<file path="src/rtl/seq_det_pkg.sv">
// Shared types and helpers for the seq_det_ctrl serial pattern engine.
// The optional SEQ_DET_FIRST_POS_EN build adds no package content.
package seq_det_pkg;

    localparam int SEQ_DEF_W     = 8;
    localparam int SEQ_DEF_PMAX  = 8;
    localparam int SEQ_DEF_CNT_W = 16;

    typedef enum logic {
        ST_IDLE  = 1'b0,
        ST_SHIFT = 1'b1
    } state_t;

    // Low n bits set; callers keep only the width they need (n <= 32).
    function automatic logic [31:0] ones_mask(input int n);
        logic [31:0] m;
        m = '0;
        for (int i = 0; i < 32; i++) begin
            if (i < n) m[i] = 1'b1;
        end
        return m;
    endfunction

endpackage

</file>
<file path="src/rtl/seq_det_match.sv">
// Mealy-style serial pattern matcher: bit history, seen counter, masked compare
// and the registered one-cycle match pulse.
module seq_det_match
    import seq_det_pkg::*;
#(
    parameter int PMAX = SEQ_DEF_PMAX,
    parameter int LW   = $clog2(SEQ_DEF_PMAX + 1)
) (
    input  logic            clk,
    input  logic            reset,
    input  logic            i_shift,
    input  logic            i_bit,
    input  logic            i_flush,
    input  logic            i_clr,
    input  logic [PMAX-1:0] i_pat,
    input  logic [LW-1:0]   i_len,
    output logic            o_hit,
    output logic            o_pulse
);

    logic [PMAX-1:0] r_hist;
    logic [LW-1:0]   r_seen;
    logic            r_pulse;
    logic [31:0]     w_mask32;
    logic [PMAX-1:0] w_mask;
    logic [PMAX-1:0] w_new_hist;
    logic [LW-1:0]   w_seen_nxt;
    logic            w_cmp;

    assign w_mask32   = ones_mask(int'(i_len));
    assign w_mask     = w_mask32[PMAX-1:0];
    assign w_new_hist = {r_hist[PMAX-2:0], i_bit};
    assign w_seen_nxt = (r_seen >= LW'(PMAX)) ? r_seen : r_seen + 1'b1;
    assign w_cmp      = ((w_new_hist & w_mask) == (i_pat & w_mask)) && (w_seen_nxt >= i_len);

    // A clear on the same cycle swallows the match entirely.
    assign o_hit   = i_shift && w_cmp && !i_clr;
    assign o_pulse = r_pulse;

    always_ff @(posedge clk or negedge reset) begin
        if (!reset) begin
            r_hist  <= '0;
            r_seen  <= '0;
            r_pulse <= 1'b0;
        end else begin
            r_pulse <= o_hit;
            if (i_clr || i_flush) begin
                r_hist <= '0;
                r_seen <= '0;
            end else if (i_shift) begin
                r_hist <= w_new_hist;
                r_seen <= w_seen_nxt;
            end
        end
    end

endmodule

</file>
<file path="src/rtl/seq_det_ctrl.sv">
// Word-to-serial stream controller feeding seq_det_match; counts matches and
// raises a sticky threshold flag. `define SEQ_DET_FIRST_POS_EN adds first_pos/first_vld.
module seq_det_ctrl
    import seq_det_pkg::*;
#(
    parameter int W     = SEQ_DEF_W,
    parameter int PMAX  = SEQ_DEF_PMAX,
    parameter int CNT_W = SEQ_DEF_CNT_W
) (
    input  logic                      clk,
    input  logic                      reset,
    input  logic                      cfg_load,
    input  logic [PMAX-1:0]           pat_in,
    input  logic [$clog2(PMAX+1)-1:0] pat_len,
    input  logic [CNT_W-1:0]          thresh,
    input  logic                      clr,
    input  logic                      in_valid,
    input  logic [W-1:0]              in_data,
    output logic                      in_ready,
    output logic                      busy,
    output logic                      match_pulse,
    output logic [CNT_W-1:0]          match_cnt,
    output logic                      thresh_hit
`ifdef SEQ_DET_FIRST_POS_EN
    ,
    output logic [31:0]               first_pos,
    output logic                      first_vld
`endif
);

    localparam int LW = $clog2(PMAX + 1);
    localparam int IW = (W > 1) ? $clog2(W) : 1;

    state_t           r_state, w_state_nxt;
    logic [W-1:0]     r_sreg;
    logic [IW-1:0]    r_idx;
    logic [PMAX-1:0]  r_pat;
    logic [LW-1:0]    r_len;
    logic [CNT_W-1:0] r_thresh;
    logic [CNT_W-1:0] r_cnt;
    logic             r_flag;
    logic             w_last, w_load, w_shift, w_cfg, w_hit;
    logic [CNT_W-1:0] w_cnt_inc;

    assign w_last = (r_idx == IW'(W - 1));
    assign w_load = in_valid && in_ready;
    assign w_cfg  = cfg_load && (r_state == ST_IDLE);

    always_ff @(posedge clk or negedge reset) begin
        if (!reset) r_state <= ST_IDLE;
        else        r_state <= w_state_nxt;
    end

    // Ready is also raised on the last bit so back-to-back words see no bubble.
    always_comb begin
        w_state_nxt = r_state;
        in_ready    = 1'b0;
        busy        = 1'b0;
        w_shift     = 1'b0;
        case (r_state)
            ST_IDLE: begin
                in_ready = 1'b1;
                if (in_valid) w_state_nxt = ST_SHIFT;
            end
            ST_SHIFT: begin
                busy     = 1'b1;
                w_shift  = 1'b1;
                in_ready = w_last;
                if (w_last && !in_valid) w_state_nxt = ST_IDLE;
            end
            default: w_state_nxt = ST_IDLE;
        endcase
    end

    always_ff @(posedge clk or negedge reset) begin
        if (!reset) begin
            r_sreg <= '0;
            r_idx  <= '0;
        end else if (w_load) begin
            r_sreg <= in_data;
            r_idx  <= '0;
        end else if (w_shift) begin
            r_sreg <= {r_sreg[W-2:0], 1'b0};
            r_idx  <= r_idx + 1'b1;
        end
    end

    // A zero length behaves as a single-bit pattern; oversize lengths clamp.
    always_ff @(posedge clk or negedge reset) begin
        if (!reset) begin
            r_pat    <= '0;
            r_len    <= LW'(1);
            r_thresh <= '0;
        end else if (w_cfg) begin
            r_pat    <= pat_in;
            r_len    <= (pat_len == '0) ? LW'(1) : (pat_len > LW'(PMAX)) ? LW'(PMAX) : pat_len;
            r_thresh <= thresh;
        end
    end

    seq_det_match #(.PMAX(PMAX), .LW(LW)) u_match (
        .clk     (clk),
        .reset   (reset),
        .i_shift (w_shift),
        .i_bit   (r_sreg[W-1]),
        .i_flush (w_cfg),
        .i_clr   (clr),
        .i_pat   (r_pat),
        .i_len   (r_len),
        .o_hit   (w_hit),
        .o_pulse (match_pulse)
    );

    assign w_cnt_inc = (&r_cnt) ? r_cnt : r_cnt + 1'b1;

    always_ff @(posedge clk or negedge reset) begin
        if (!reset) begin
            r_cnt  <= '0;
            r_flag <= 1'b0;
        end else if (clr) begin
            r_cnt  <= '0;
            r_flag <= 1'b0;
        end else if (w_hit) begin
            r_cnt <= w_cnt_inc;
            if ((r_thresh != '0) && (w_cnt_inc >= r_thresh)) r_flag <= 1'b1;
        end
    end

    assign match_cnt  = r_cnt;
    assign thresh_hit = r_flag;

`ifdef SEQ_DET_FIRST_POS_EN
    logic [31:0] r_gidx;
    logic [31:0] r_first_pos;
    logic        r_first_vld;

    // r_gidx is the index of the bit being shifted this cycle.
    always_ff @(posedge clk or negedge reset) begin
        if (!reset) begin
            r_gidx      <= '0;
            r_first_pos <= '0;
            r_first_vld <= 1'b0;
        end else if (clr) begin
            r_gidx      <= '0;
            r_first_pos <= '0;
            r_first_vld <= 1'b0;
        end else begin
            if (w_shift && !(&r_gidx)) r_gidx <= r_gidx + 1'b1;
            if (w_hit && !r_first_vld) begin
                r_first_pos <= r_gidx;
                r_first_vld <= 1'b1;
            end
        end
    end

    assign first_pos = r_first_pos;
    assign first_vld = r_first_vld;
`endif

endmodule

</file>
<file path="config.mk">
export PLATFORM = sky130hd
export DESIGN_NAME = seq_det_ctrl
export DESIGN_NICKNAME = d
export VERILOG_FILES = /design/src/rtl/seq_det_pkg.sv /design/src/rtl/seq_det_match.sv /design/src/rtl/seq_det_ctrl.sv
export SDC_FILE = /design/constraint.sdc
export NUM_CORES = 1
export LEC_CHECK = 0
export ABC_AREA = 1
export BUFFER_PORTS_ARGS = -buffer_cell sky130_fd_sc_hd__clkbuf_2
export CAP_MARGIN = 25
export CORE_MARGIN = 8
export CORE_UTILIZATION = 35
export CTS_BUF_LIST = sky130_fd_sc_hd__clkbuf_4 sky130_fd_sc_hd__clkbuf_8 sky130_fd_sc_hd__clkbuf_16
export CTS_CLUSTER_DIAMETER = 30
export DETAILED_ROUTE_END_ITERATION = 8
export GPL_ROUTABILITY_DRIVEN = 0
export PLACE_DENSITY = 0.59
export SLEW_MARGIN = 20
export SYNTH_ARGS = -nofsm -noshare
export SYNTH_HDL_FRONTEND = slang
export SYNTH_SLANG_ARGS = --single-unit
</file>
<file path="constraint.sdc">
create_clock -name clk -period 3 [get_ports clk]
set_clock_uncertainty 0.1 [all_clocks]
set_input_delay 0.9 -clock clk [delete_from_list [all_inputs] [get_ports clk]]
set_output_delay 0.9 -clock clk [all_outputs]
set_load 0.005 [all_outputs]
</file>
==> results of run 1 <==
[path summary, 6_finish.rpt]
check / slack [ps] / startpoint / depth (start not counted) / to
setup / recovery: 390 / match_cnt[0] / 21 / thresh_hit
hold / removal: 390 / r_idx[1] / 2 / r_idx[1]
setup reg to reg: 390 / match_cnt[0] / 21 / thresh_hit
hold reg to reg: 390 / r_idx[1] / 2 / r_idx[1]
max in group asynchronous: 1660 / reset / 2 / r_len[0]
min in group asynchronous: 450 / reset / 1 / match_cnt[15]
[layer usage]
metal	vias to the layer above	wire, um	global-route usage
met2	69	4780	0.220
met5	-	0	0
li1	1858	-	-
met1	1655	4530	0.163
met4	0	153	0.0418
met3	12	582	0.0519
[cell usage after synthesis (all sizes together)]
master,instances
o31ai,1
o311ai,1
o21bai,4
nand3,47
clkinv,1
o211ai,1
nand2,177
clkbuf,6
o21ai,28
a21oi,23
dfstp,1
buf,7
nor4,2
and2,1
xor2,10
o22ai,10
nor3,3
xnor2,4
dfrtp,68
ha,25
nor2,39
nand4,6
inv,71
or2,4
[final cells by class]
class                           count  share of cell area
Clock buffer                       12              0.0532
Clock inverter                      4              0.0143
Inverter                           72              0.0552
Sequential cell                    69               0.353
Multi-Input combinational cell    386               0.416
Tap cell                          143              0.0366
Timing Repair Buffer               65              0.0716
[power by group through the flow]
stage	clock network [mW]	logic, mW	registers (mW)
3_5_place_dp	0	1.25	1.41
3_3_place_gp	0	1.21	1.40
4_1_cts	1.21	1.26	1.40
6_report	1.17	1.23	1.40
2_1_floorplan	0	0.958	1.37
5_1_grt	1.25	1.45	1.44
[metrics by stage]
| step | setup WS (ps) | std cells | utilization | cell area, sq um |
|---|---|---|---|---|
| floorplan | 525 | 540 | - | 4110 |
| global placement | 507 | 735 | 0.400 | 4560 |
| detailed placement | 372 | 735 | 0.400 | 4560 |
| CTS | 361 | 751 | 0.428 | 4890 |
| global route | 59.9 | 751 | 0.428 | 4890 |
| finish | 388 | 751 | 0.428 | 4890 |
[registers in the layout, summed over array words and instances (netlist names)]
signal / count
match_cnt: 16
r_thresh: 16
r_pat: 8
r_sreg: 8
u_match.r_hist: 7
r_len: 4
u_match.r_seen: 4
r_idx: 3
r_state: 1
thresh_hit: 1
u_match.o_pulse: 1
[worst max-delay path: stages, from the launching register on]
cell and delay, ps:
dfrtp_1 500, ha_1 300, inv_2 60, nor2_4 140, nand2_2 90, inv_2 70
nand3_4 90, inv_2 120, nand2_1 50, o21ai_1 90, inv_1 60, ha_1 290
nand2_1 50, nand2_1 50, nand2_1 40, nand2_1 50, nand2_1 40, nand2_1 60
nand2_1 40, nand2_1 50, nand2_1 50, o21bai_1 120
[cells by family after synthesis]
| group | Yosys count | share of synthesized area |
|---|---|---|
| AOI/OAI and AO/OA | 68 | 0.0905 |
| xor gates and xnor gates | 14 | 0.0317 |
| adders and majority gates | 25 | 0.0762 |
| buffers and inverters | 85 | 0.0838 |
| DFF | 69 | 0.421 |
| and+or+nand+nor | 279 | 0.297 |
==> impl_results.md, run 1 <==
- I/O Buffers: 60
- Hpwl dp: 7620 um
- Die footprint: 15500 sq um
- Fin crit share: 0.871
- Peak VDD IR: 471 uV
- Internal power: 2.47 mW
- Synthesized instance count: 540
- Number of buffers created by CTS: 9
- Clock Latency Late Sink: 340 ps
- Synth top area share: 0.414
- CP required: 3160 ps
- Clk network pwr share: 0.308
- Top post-synthesis cells by area: dfrtp_1 41%, nand2_1 16%, ha_1 7.6%
- Fmax: 383 MHz
- Crit-path max FO: 7
- Setup tns final: 0 ps
- HP Class: reg2reg
- Startpoint Class: flip-flop
- Routed vias/inst: 4.79
- CTS resizes: 0
- Power share of the combinational group: 0.325
- Cts hold-fix bufs: 0
- Critical Path Sink Type: flip-flop
- Core Region: 11400 sq um
- Commonest cells after routing, fill and taps aside: 171 x nand2_1, 68 x dfrtp_1, 63 x inv_1
- Outcome: complete, no violations
- Actual slew at the worst max-slew pin: 698 ps
- CP arrival: 2770 ps
- Clock Tree Root: clkbuf_16
- Initial drt markers: 266
- Global route overflow: 0
- Leakage: 2.62 nW
- Via Count: 3594
- Cell variety after synth: 37
- Sw frac: 0.350
- Max Buffers Root-to-Sink: 2
- Fill cell count: 1197
- Most common cell after layout, fill and taps aside: nand2_1
- Relative slew slack: 0.534
- Setup violators final: 0
- Nets: 669
- Die Wd: 124 um
- Reg area: 1730 sq um
- Share of cells above drive strength 1: 0.173
- Pwr Total: 3.80 mW
- Multi-input gate area: 2030 sq um
- Slew Viols, Final: 0
- WHS: 393 ps
- Power density cells: 777 nW/um^2
- # rows: 39
- Initial antenna violation count: 0
- Area grow syn2layout: 19.1%
- Synth Cell Area: 4110 sq um
- Seq pwr share: 0.367
- Mapped Avg Cell Area: 7.60 sq um
- CTS sink count: 69
- Routed WL per cell: 13.4 um
- Die H: 124 um
- Register bit total from synthesis: 69
- NetSw: 1.33 mW
- Global Route Usage Sum: 0.136
- Iteration count of the initial detailed-routing pass: 4
- Initial Util: 0.360
- CTS tree: yes
- Post-Syn Nets: 606
- Seq/Total Area, Yosys: 0.421
- Drt drc: 0
- Reg clk slew, reported paths: 60 ps
- Htree depth: 3
- Post-CTS Repair Setup Buffers: 0
- # IOs: 61
- Crit path kind: reg2reg
- Minimum clock period: 2610 ps
- First-pass GRT wire length: 17500 um
- RSZ-0062 raised after global routing: false
- Max Cap Viol: 0
- Remaining antenna violation count: 0
- Vias in the first global route: 3692
- Final WL: 10000 um
- Leading area contributor after synthesis: dfrtp_1
- Synth Warn #: 0
- Pin count of the biggest net entering global routing: 47
- Diodes inserted: 0
- Final hold violations: 0
Note: power is estimated with default switching activity, not from simulation.
==> run 2, diff against run 1 <==
--- a/config.mk
+++ b/config.mk
@@ -8,6 +8,7 @@
 export ABC_AREA = 1
 export BUFFER_PORTS_ARGS = -buffer_cell sky130_fd_sc_hd__clkbuf_2
 export CAP_MARGIN = 25
+export CORE_ASPECT_RATIO = 2
 export CORE_MARGIN = 8
 export CORE_UTILIZATION = 35
 export CTS_BUF_LIST = sky130_fd_sc_hd__clkbuf_4 sky130_fd_sc_hd__clkbuf_8 sky130_fd_sc_hd__clkbuf_16
==> run 2 against run 1 <==
  * Clock-buffer cell count shrank 3
  * Global-route usage grew 0.19 points
  * Fmax grew 1.7%
==> impl_results.md, run 2 (same netlist as run 1, synthesis figures left out) <==
- Critical Path Sink Type: flip-flop (unchanged)
- Vias in the first global route: 3734 (was 3692)
- Cts hold-fix bufs: 0 (unchanged)
- Commonest cells after routing, fill and taps aside: 171 x nand2_1, 67 x dfrtp_1, 63 x inv_1 (was 171 x nand2_1, 68 x dfrtp_1, 63 x inv_1)
- CP max stage delay: 440 ps (was 500 ps)
- Worst path cell trace: ha_1 -> inv_2 -> nor2_4 -> nand2_2 -> inv_2 -> nand3_4 -> inv_2 -> nand2_1 -> o21ai_1 -> inv_1 -> ha_1 -> nand2_1 -> nand2_1 -> nand2_1 -> nand2_1 -> nand2_1 -> nand2_1 -> nand2_1 -> nand2_1 -> nand2_1 -> o21bai_1 (unchanged)
- Fin crit share: 0.856 (was 0.871)
- Peak VDD IR: 356 uV (was 471 uV)
- Max Cap Viol: 0 (unchanged)
- Routed vias/inst: 4.75 (was 4.79)
- First-pass GRT wire length: 17800 um (was 17500 um)
- RSZ-0062 raised after global routing: false (unchanged)
- Slew Viols, Final: 0 (unchanged)
- Power density cells: 764 nW/um^2 (was 777 nW/um^2)
- Crit path kind: reg2reg (unchanged)
- Actual slew at the worst max-slew pin: 463 ps (was 698 ps)
- Htree depth: 3 (unchanged)
- Reg clk slew, reported paths: 60 ps (about the same)
- HP Class: reg2reg (unchanged)
- Most frequent CP cell: nand2_1 (unchanged)
- Setup violators final: 0 (unchanged)
- Clock Latency Late Sink: 340 ps (about the same)
- Drt drc: 0 (unchanged)
- Diodes inserted: 0 (unchanged)
- CP arrival: 2730 ps (was 2770 ps)
- Global Route Usage Sum: 0.138 (was 0.136)
- Hpwl dp: 7600 um (was 7620 um)
- Startpoint Class: flip-flop (unchanged)
- Global route overflow: 0 (unchanged)
- Final WL: 10100 um (was 10000 um)
- Initial antenna violation count: 0 (unchanged)
- Setup tns final: 0 ps (unchanged)
- Number of buffers created by CTS: 9 (unchanged)
- Post-layout util: 0.423 (was 0.428)
- Relative slew slack: 0.691 (was 0.534)
- Die H: 169 um (was 124 um)
- Minimum clock period: 2570 ps (was 2610 ps)
- Iteration count of the initial detailed-routing pass: 4 (unchanged)
- Crit-path slowest cell: dfrtp_1 (unchanged)
- Fmax: 389 MHz (was 383 MHz)
- Area grow syn2layout: 19.1% (unchanged)
- Max Buffers Root-to-Sink: 2 (unchanged)
- # IOs: 61 (unchanged)
- Leakage: 2.60 nW (was 2.62 nW)
- CTS tree: yes (unchanged)
- Most common cell after layout, fill and taps aside: nand2_1 (unchanged)
- Pin count of the biggest net entering global routing: 70 (was 47)
- Initial Util: 0.355 (was 0.360)
- # rows: 56 (was 39)
- I/O Buffers: 60 (unchanged)
- CTS sink count: 69 (unchanged)
- Crit-path max FO: 8 (was 7)
- Remaining antenna violation count: 0 (unchanged)
- Outcome: complete, no violations (unchanged)
- Clock Tree Root: clkbuf_16 (unchanged)
- Die footprint: 15700 sq um (was 15500 sq um)
- Core Region: 11600 sq um (was 11400 sq um)
- Routed WL per cell: 13.4 um (about the same)
- Fill cell count: 1224 (was 1197)
- Final hold violations: 0 (unchanged)
- Initial drt markers: 142 (was 266)
- Nets: 670 (was 669)
- CP required: 3160 ps (about the same)
- Die Wd: 92.6 um (was 124 um)
- Via Count: 3579 (was 3594)
- Share of cells above drive strength 1: 0.176 (was 0.173)
## run 2: layout make-up
| type | count | area, sq um | share of cell area |
|---|---|---|---|
| well taps | 145 | 181 | 0.0371 |
| clock buffers | 9 | 225 | 0.0460 |
| flip-flops and latches | 69 | 1730 | 0.353 |
| repair buffers | 66 | 370 | 0.0757 |
| multi-input cells | 386 | 2030 | 0.416 |
| clock inverters | 7 | 81.3 | 0.0166 |
| inverters | 72 | 270 | 0.0552 |
## run 2: worst paths after layout
check	start	end	slack, ps	cells after the start
hold reg to reg	r_sreg[1]	r_sreg[1]	390	2
min in group asynchronous	reset	r_pat[5]	480	2
setup reg to reg	match_cnt[1]	thresh_hit	430	21
hold / removal	r_sreg[1]	r_sreg[1]	390	2
max in group asynchronous	reset	match_cnt[0]	1990	2
setup / recovery	match_cnt[1]	thresh_hit	430	21
## run 2: metrics by stage
stage | std cells | hold WS (ps) | instance area [sq um] | power, mW | setup slack, ps
2_1_floorplan | 540 | 353 | 4110 | 2.32 | 525
3_3_place_gp | 738 | 373 | 4580 | 2.64 | 459
3_5_place_dp | 738 | 376 | 4580 | 2.68 | 372
4_1_cts | 754 | 392 | 4890 | 3.80 | 360
5_1_grt | 754 | 413 | 4890 | 4.07 | 84.2
6_report | 754 | 394 | 4890 | 3.74 | 432
## run 2: worst max-delay path, delay by kind of cell (launching register included)
kind	cells	cell delay (ps)
compound gates	2	220
fa+ha+maj	2	570
buf+inv	4	320
flops	1	440
simple gates	13	820
## run 2: what timing repair did
action | CTS | global route
resized for setup | 0 | 1
setup endpoints to repair | 0 | 1
buffers inserted | 0 | 0
## run 2: routing by layer
metal	vias up	track usage	share of wire
met2	80	0.209	0.46
met3	8	0.0416	0.056
li1	1853	-	-
met5	-	0	0
met4	0	0.0452	0.011
met1	1638	0.182	0.48
## run 2: power breakdown
part | leakage, nW | switching [mW] | internal [mW] | total [mW]
Clock | 0.141 | 0.433 | 0.655 | 1.09
Sequential | 0.889 | 0.180 | 1.22 | 1.40
Combinational | 1.57 | 0.772 | 0.483 | 1.25
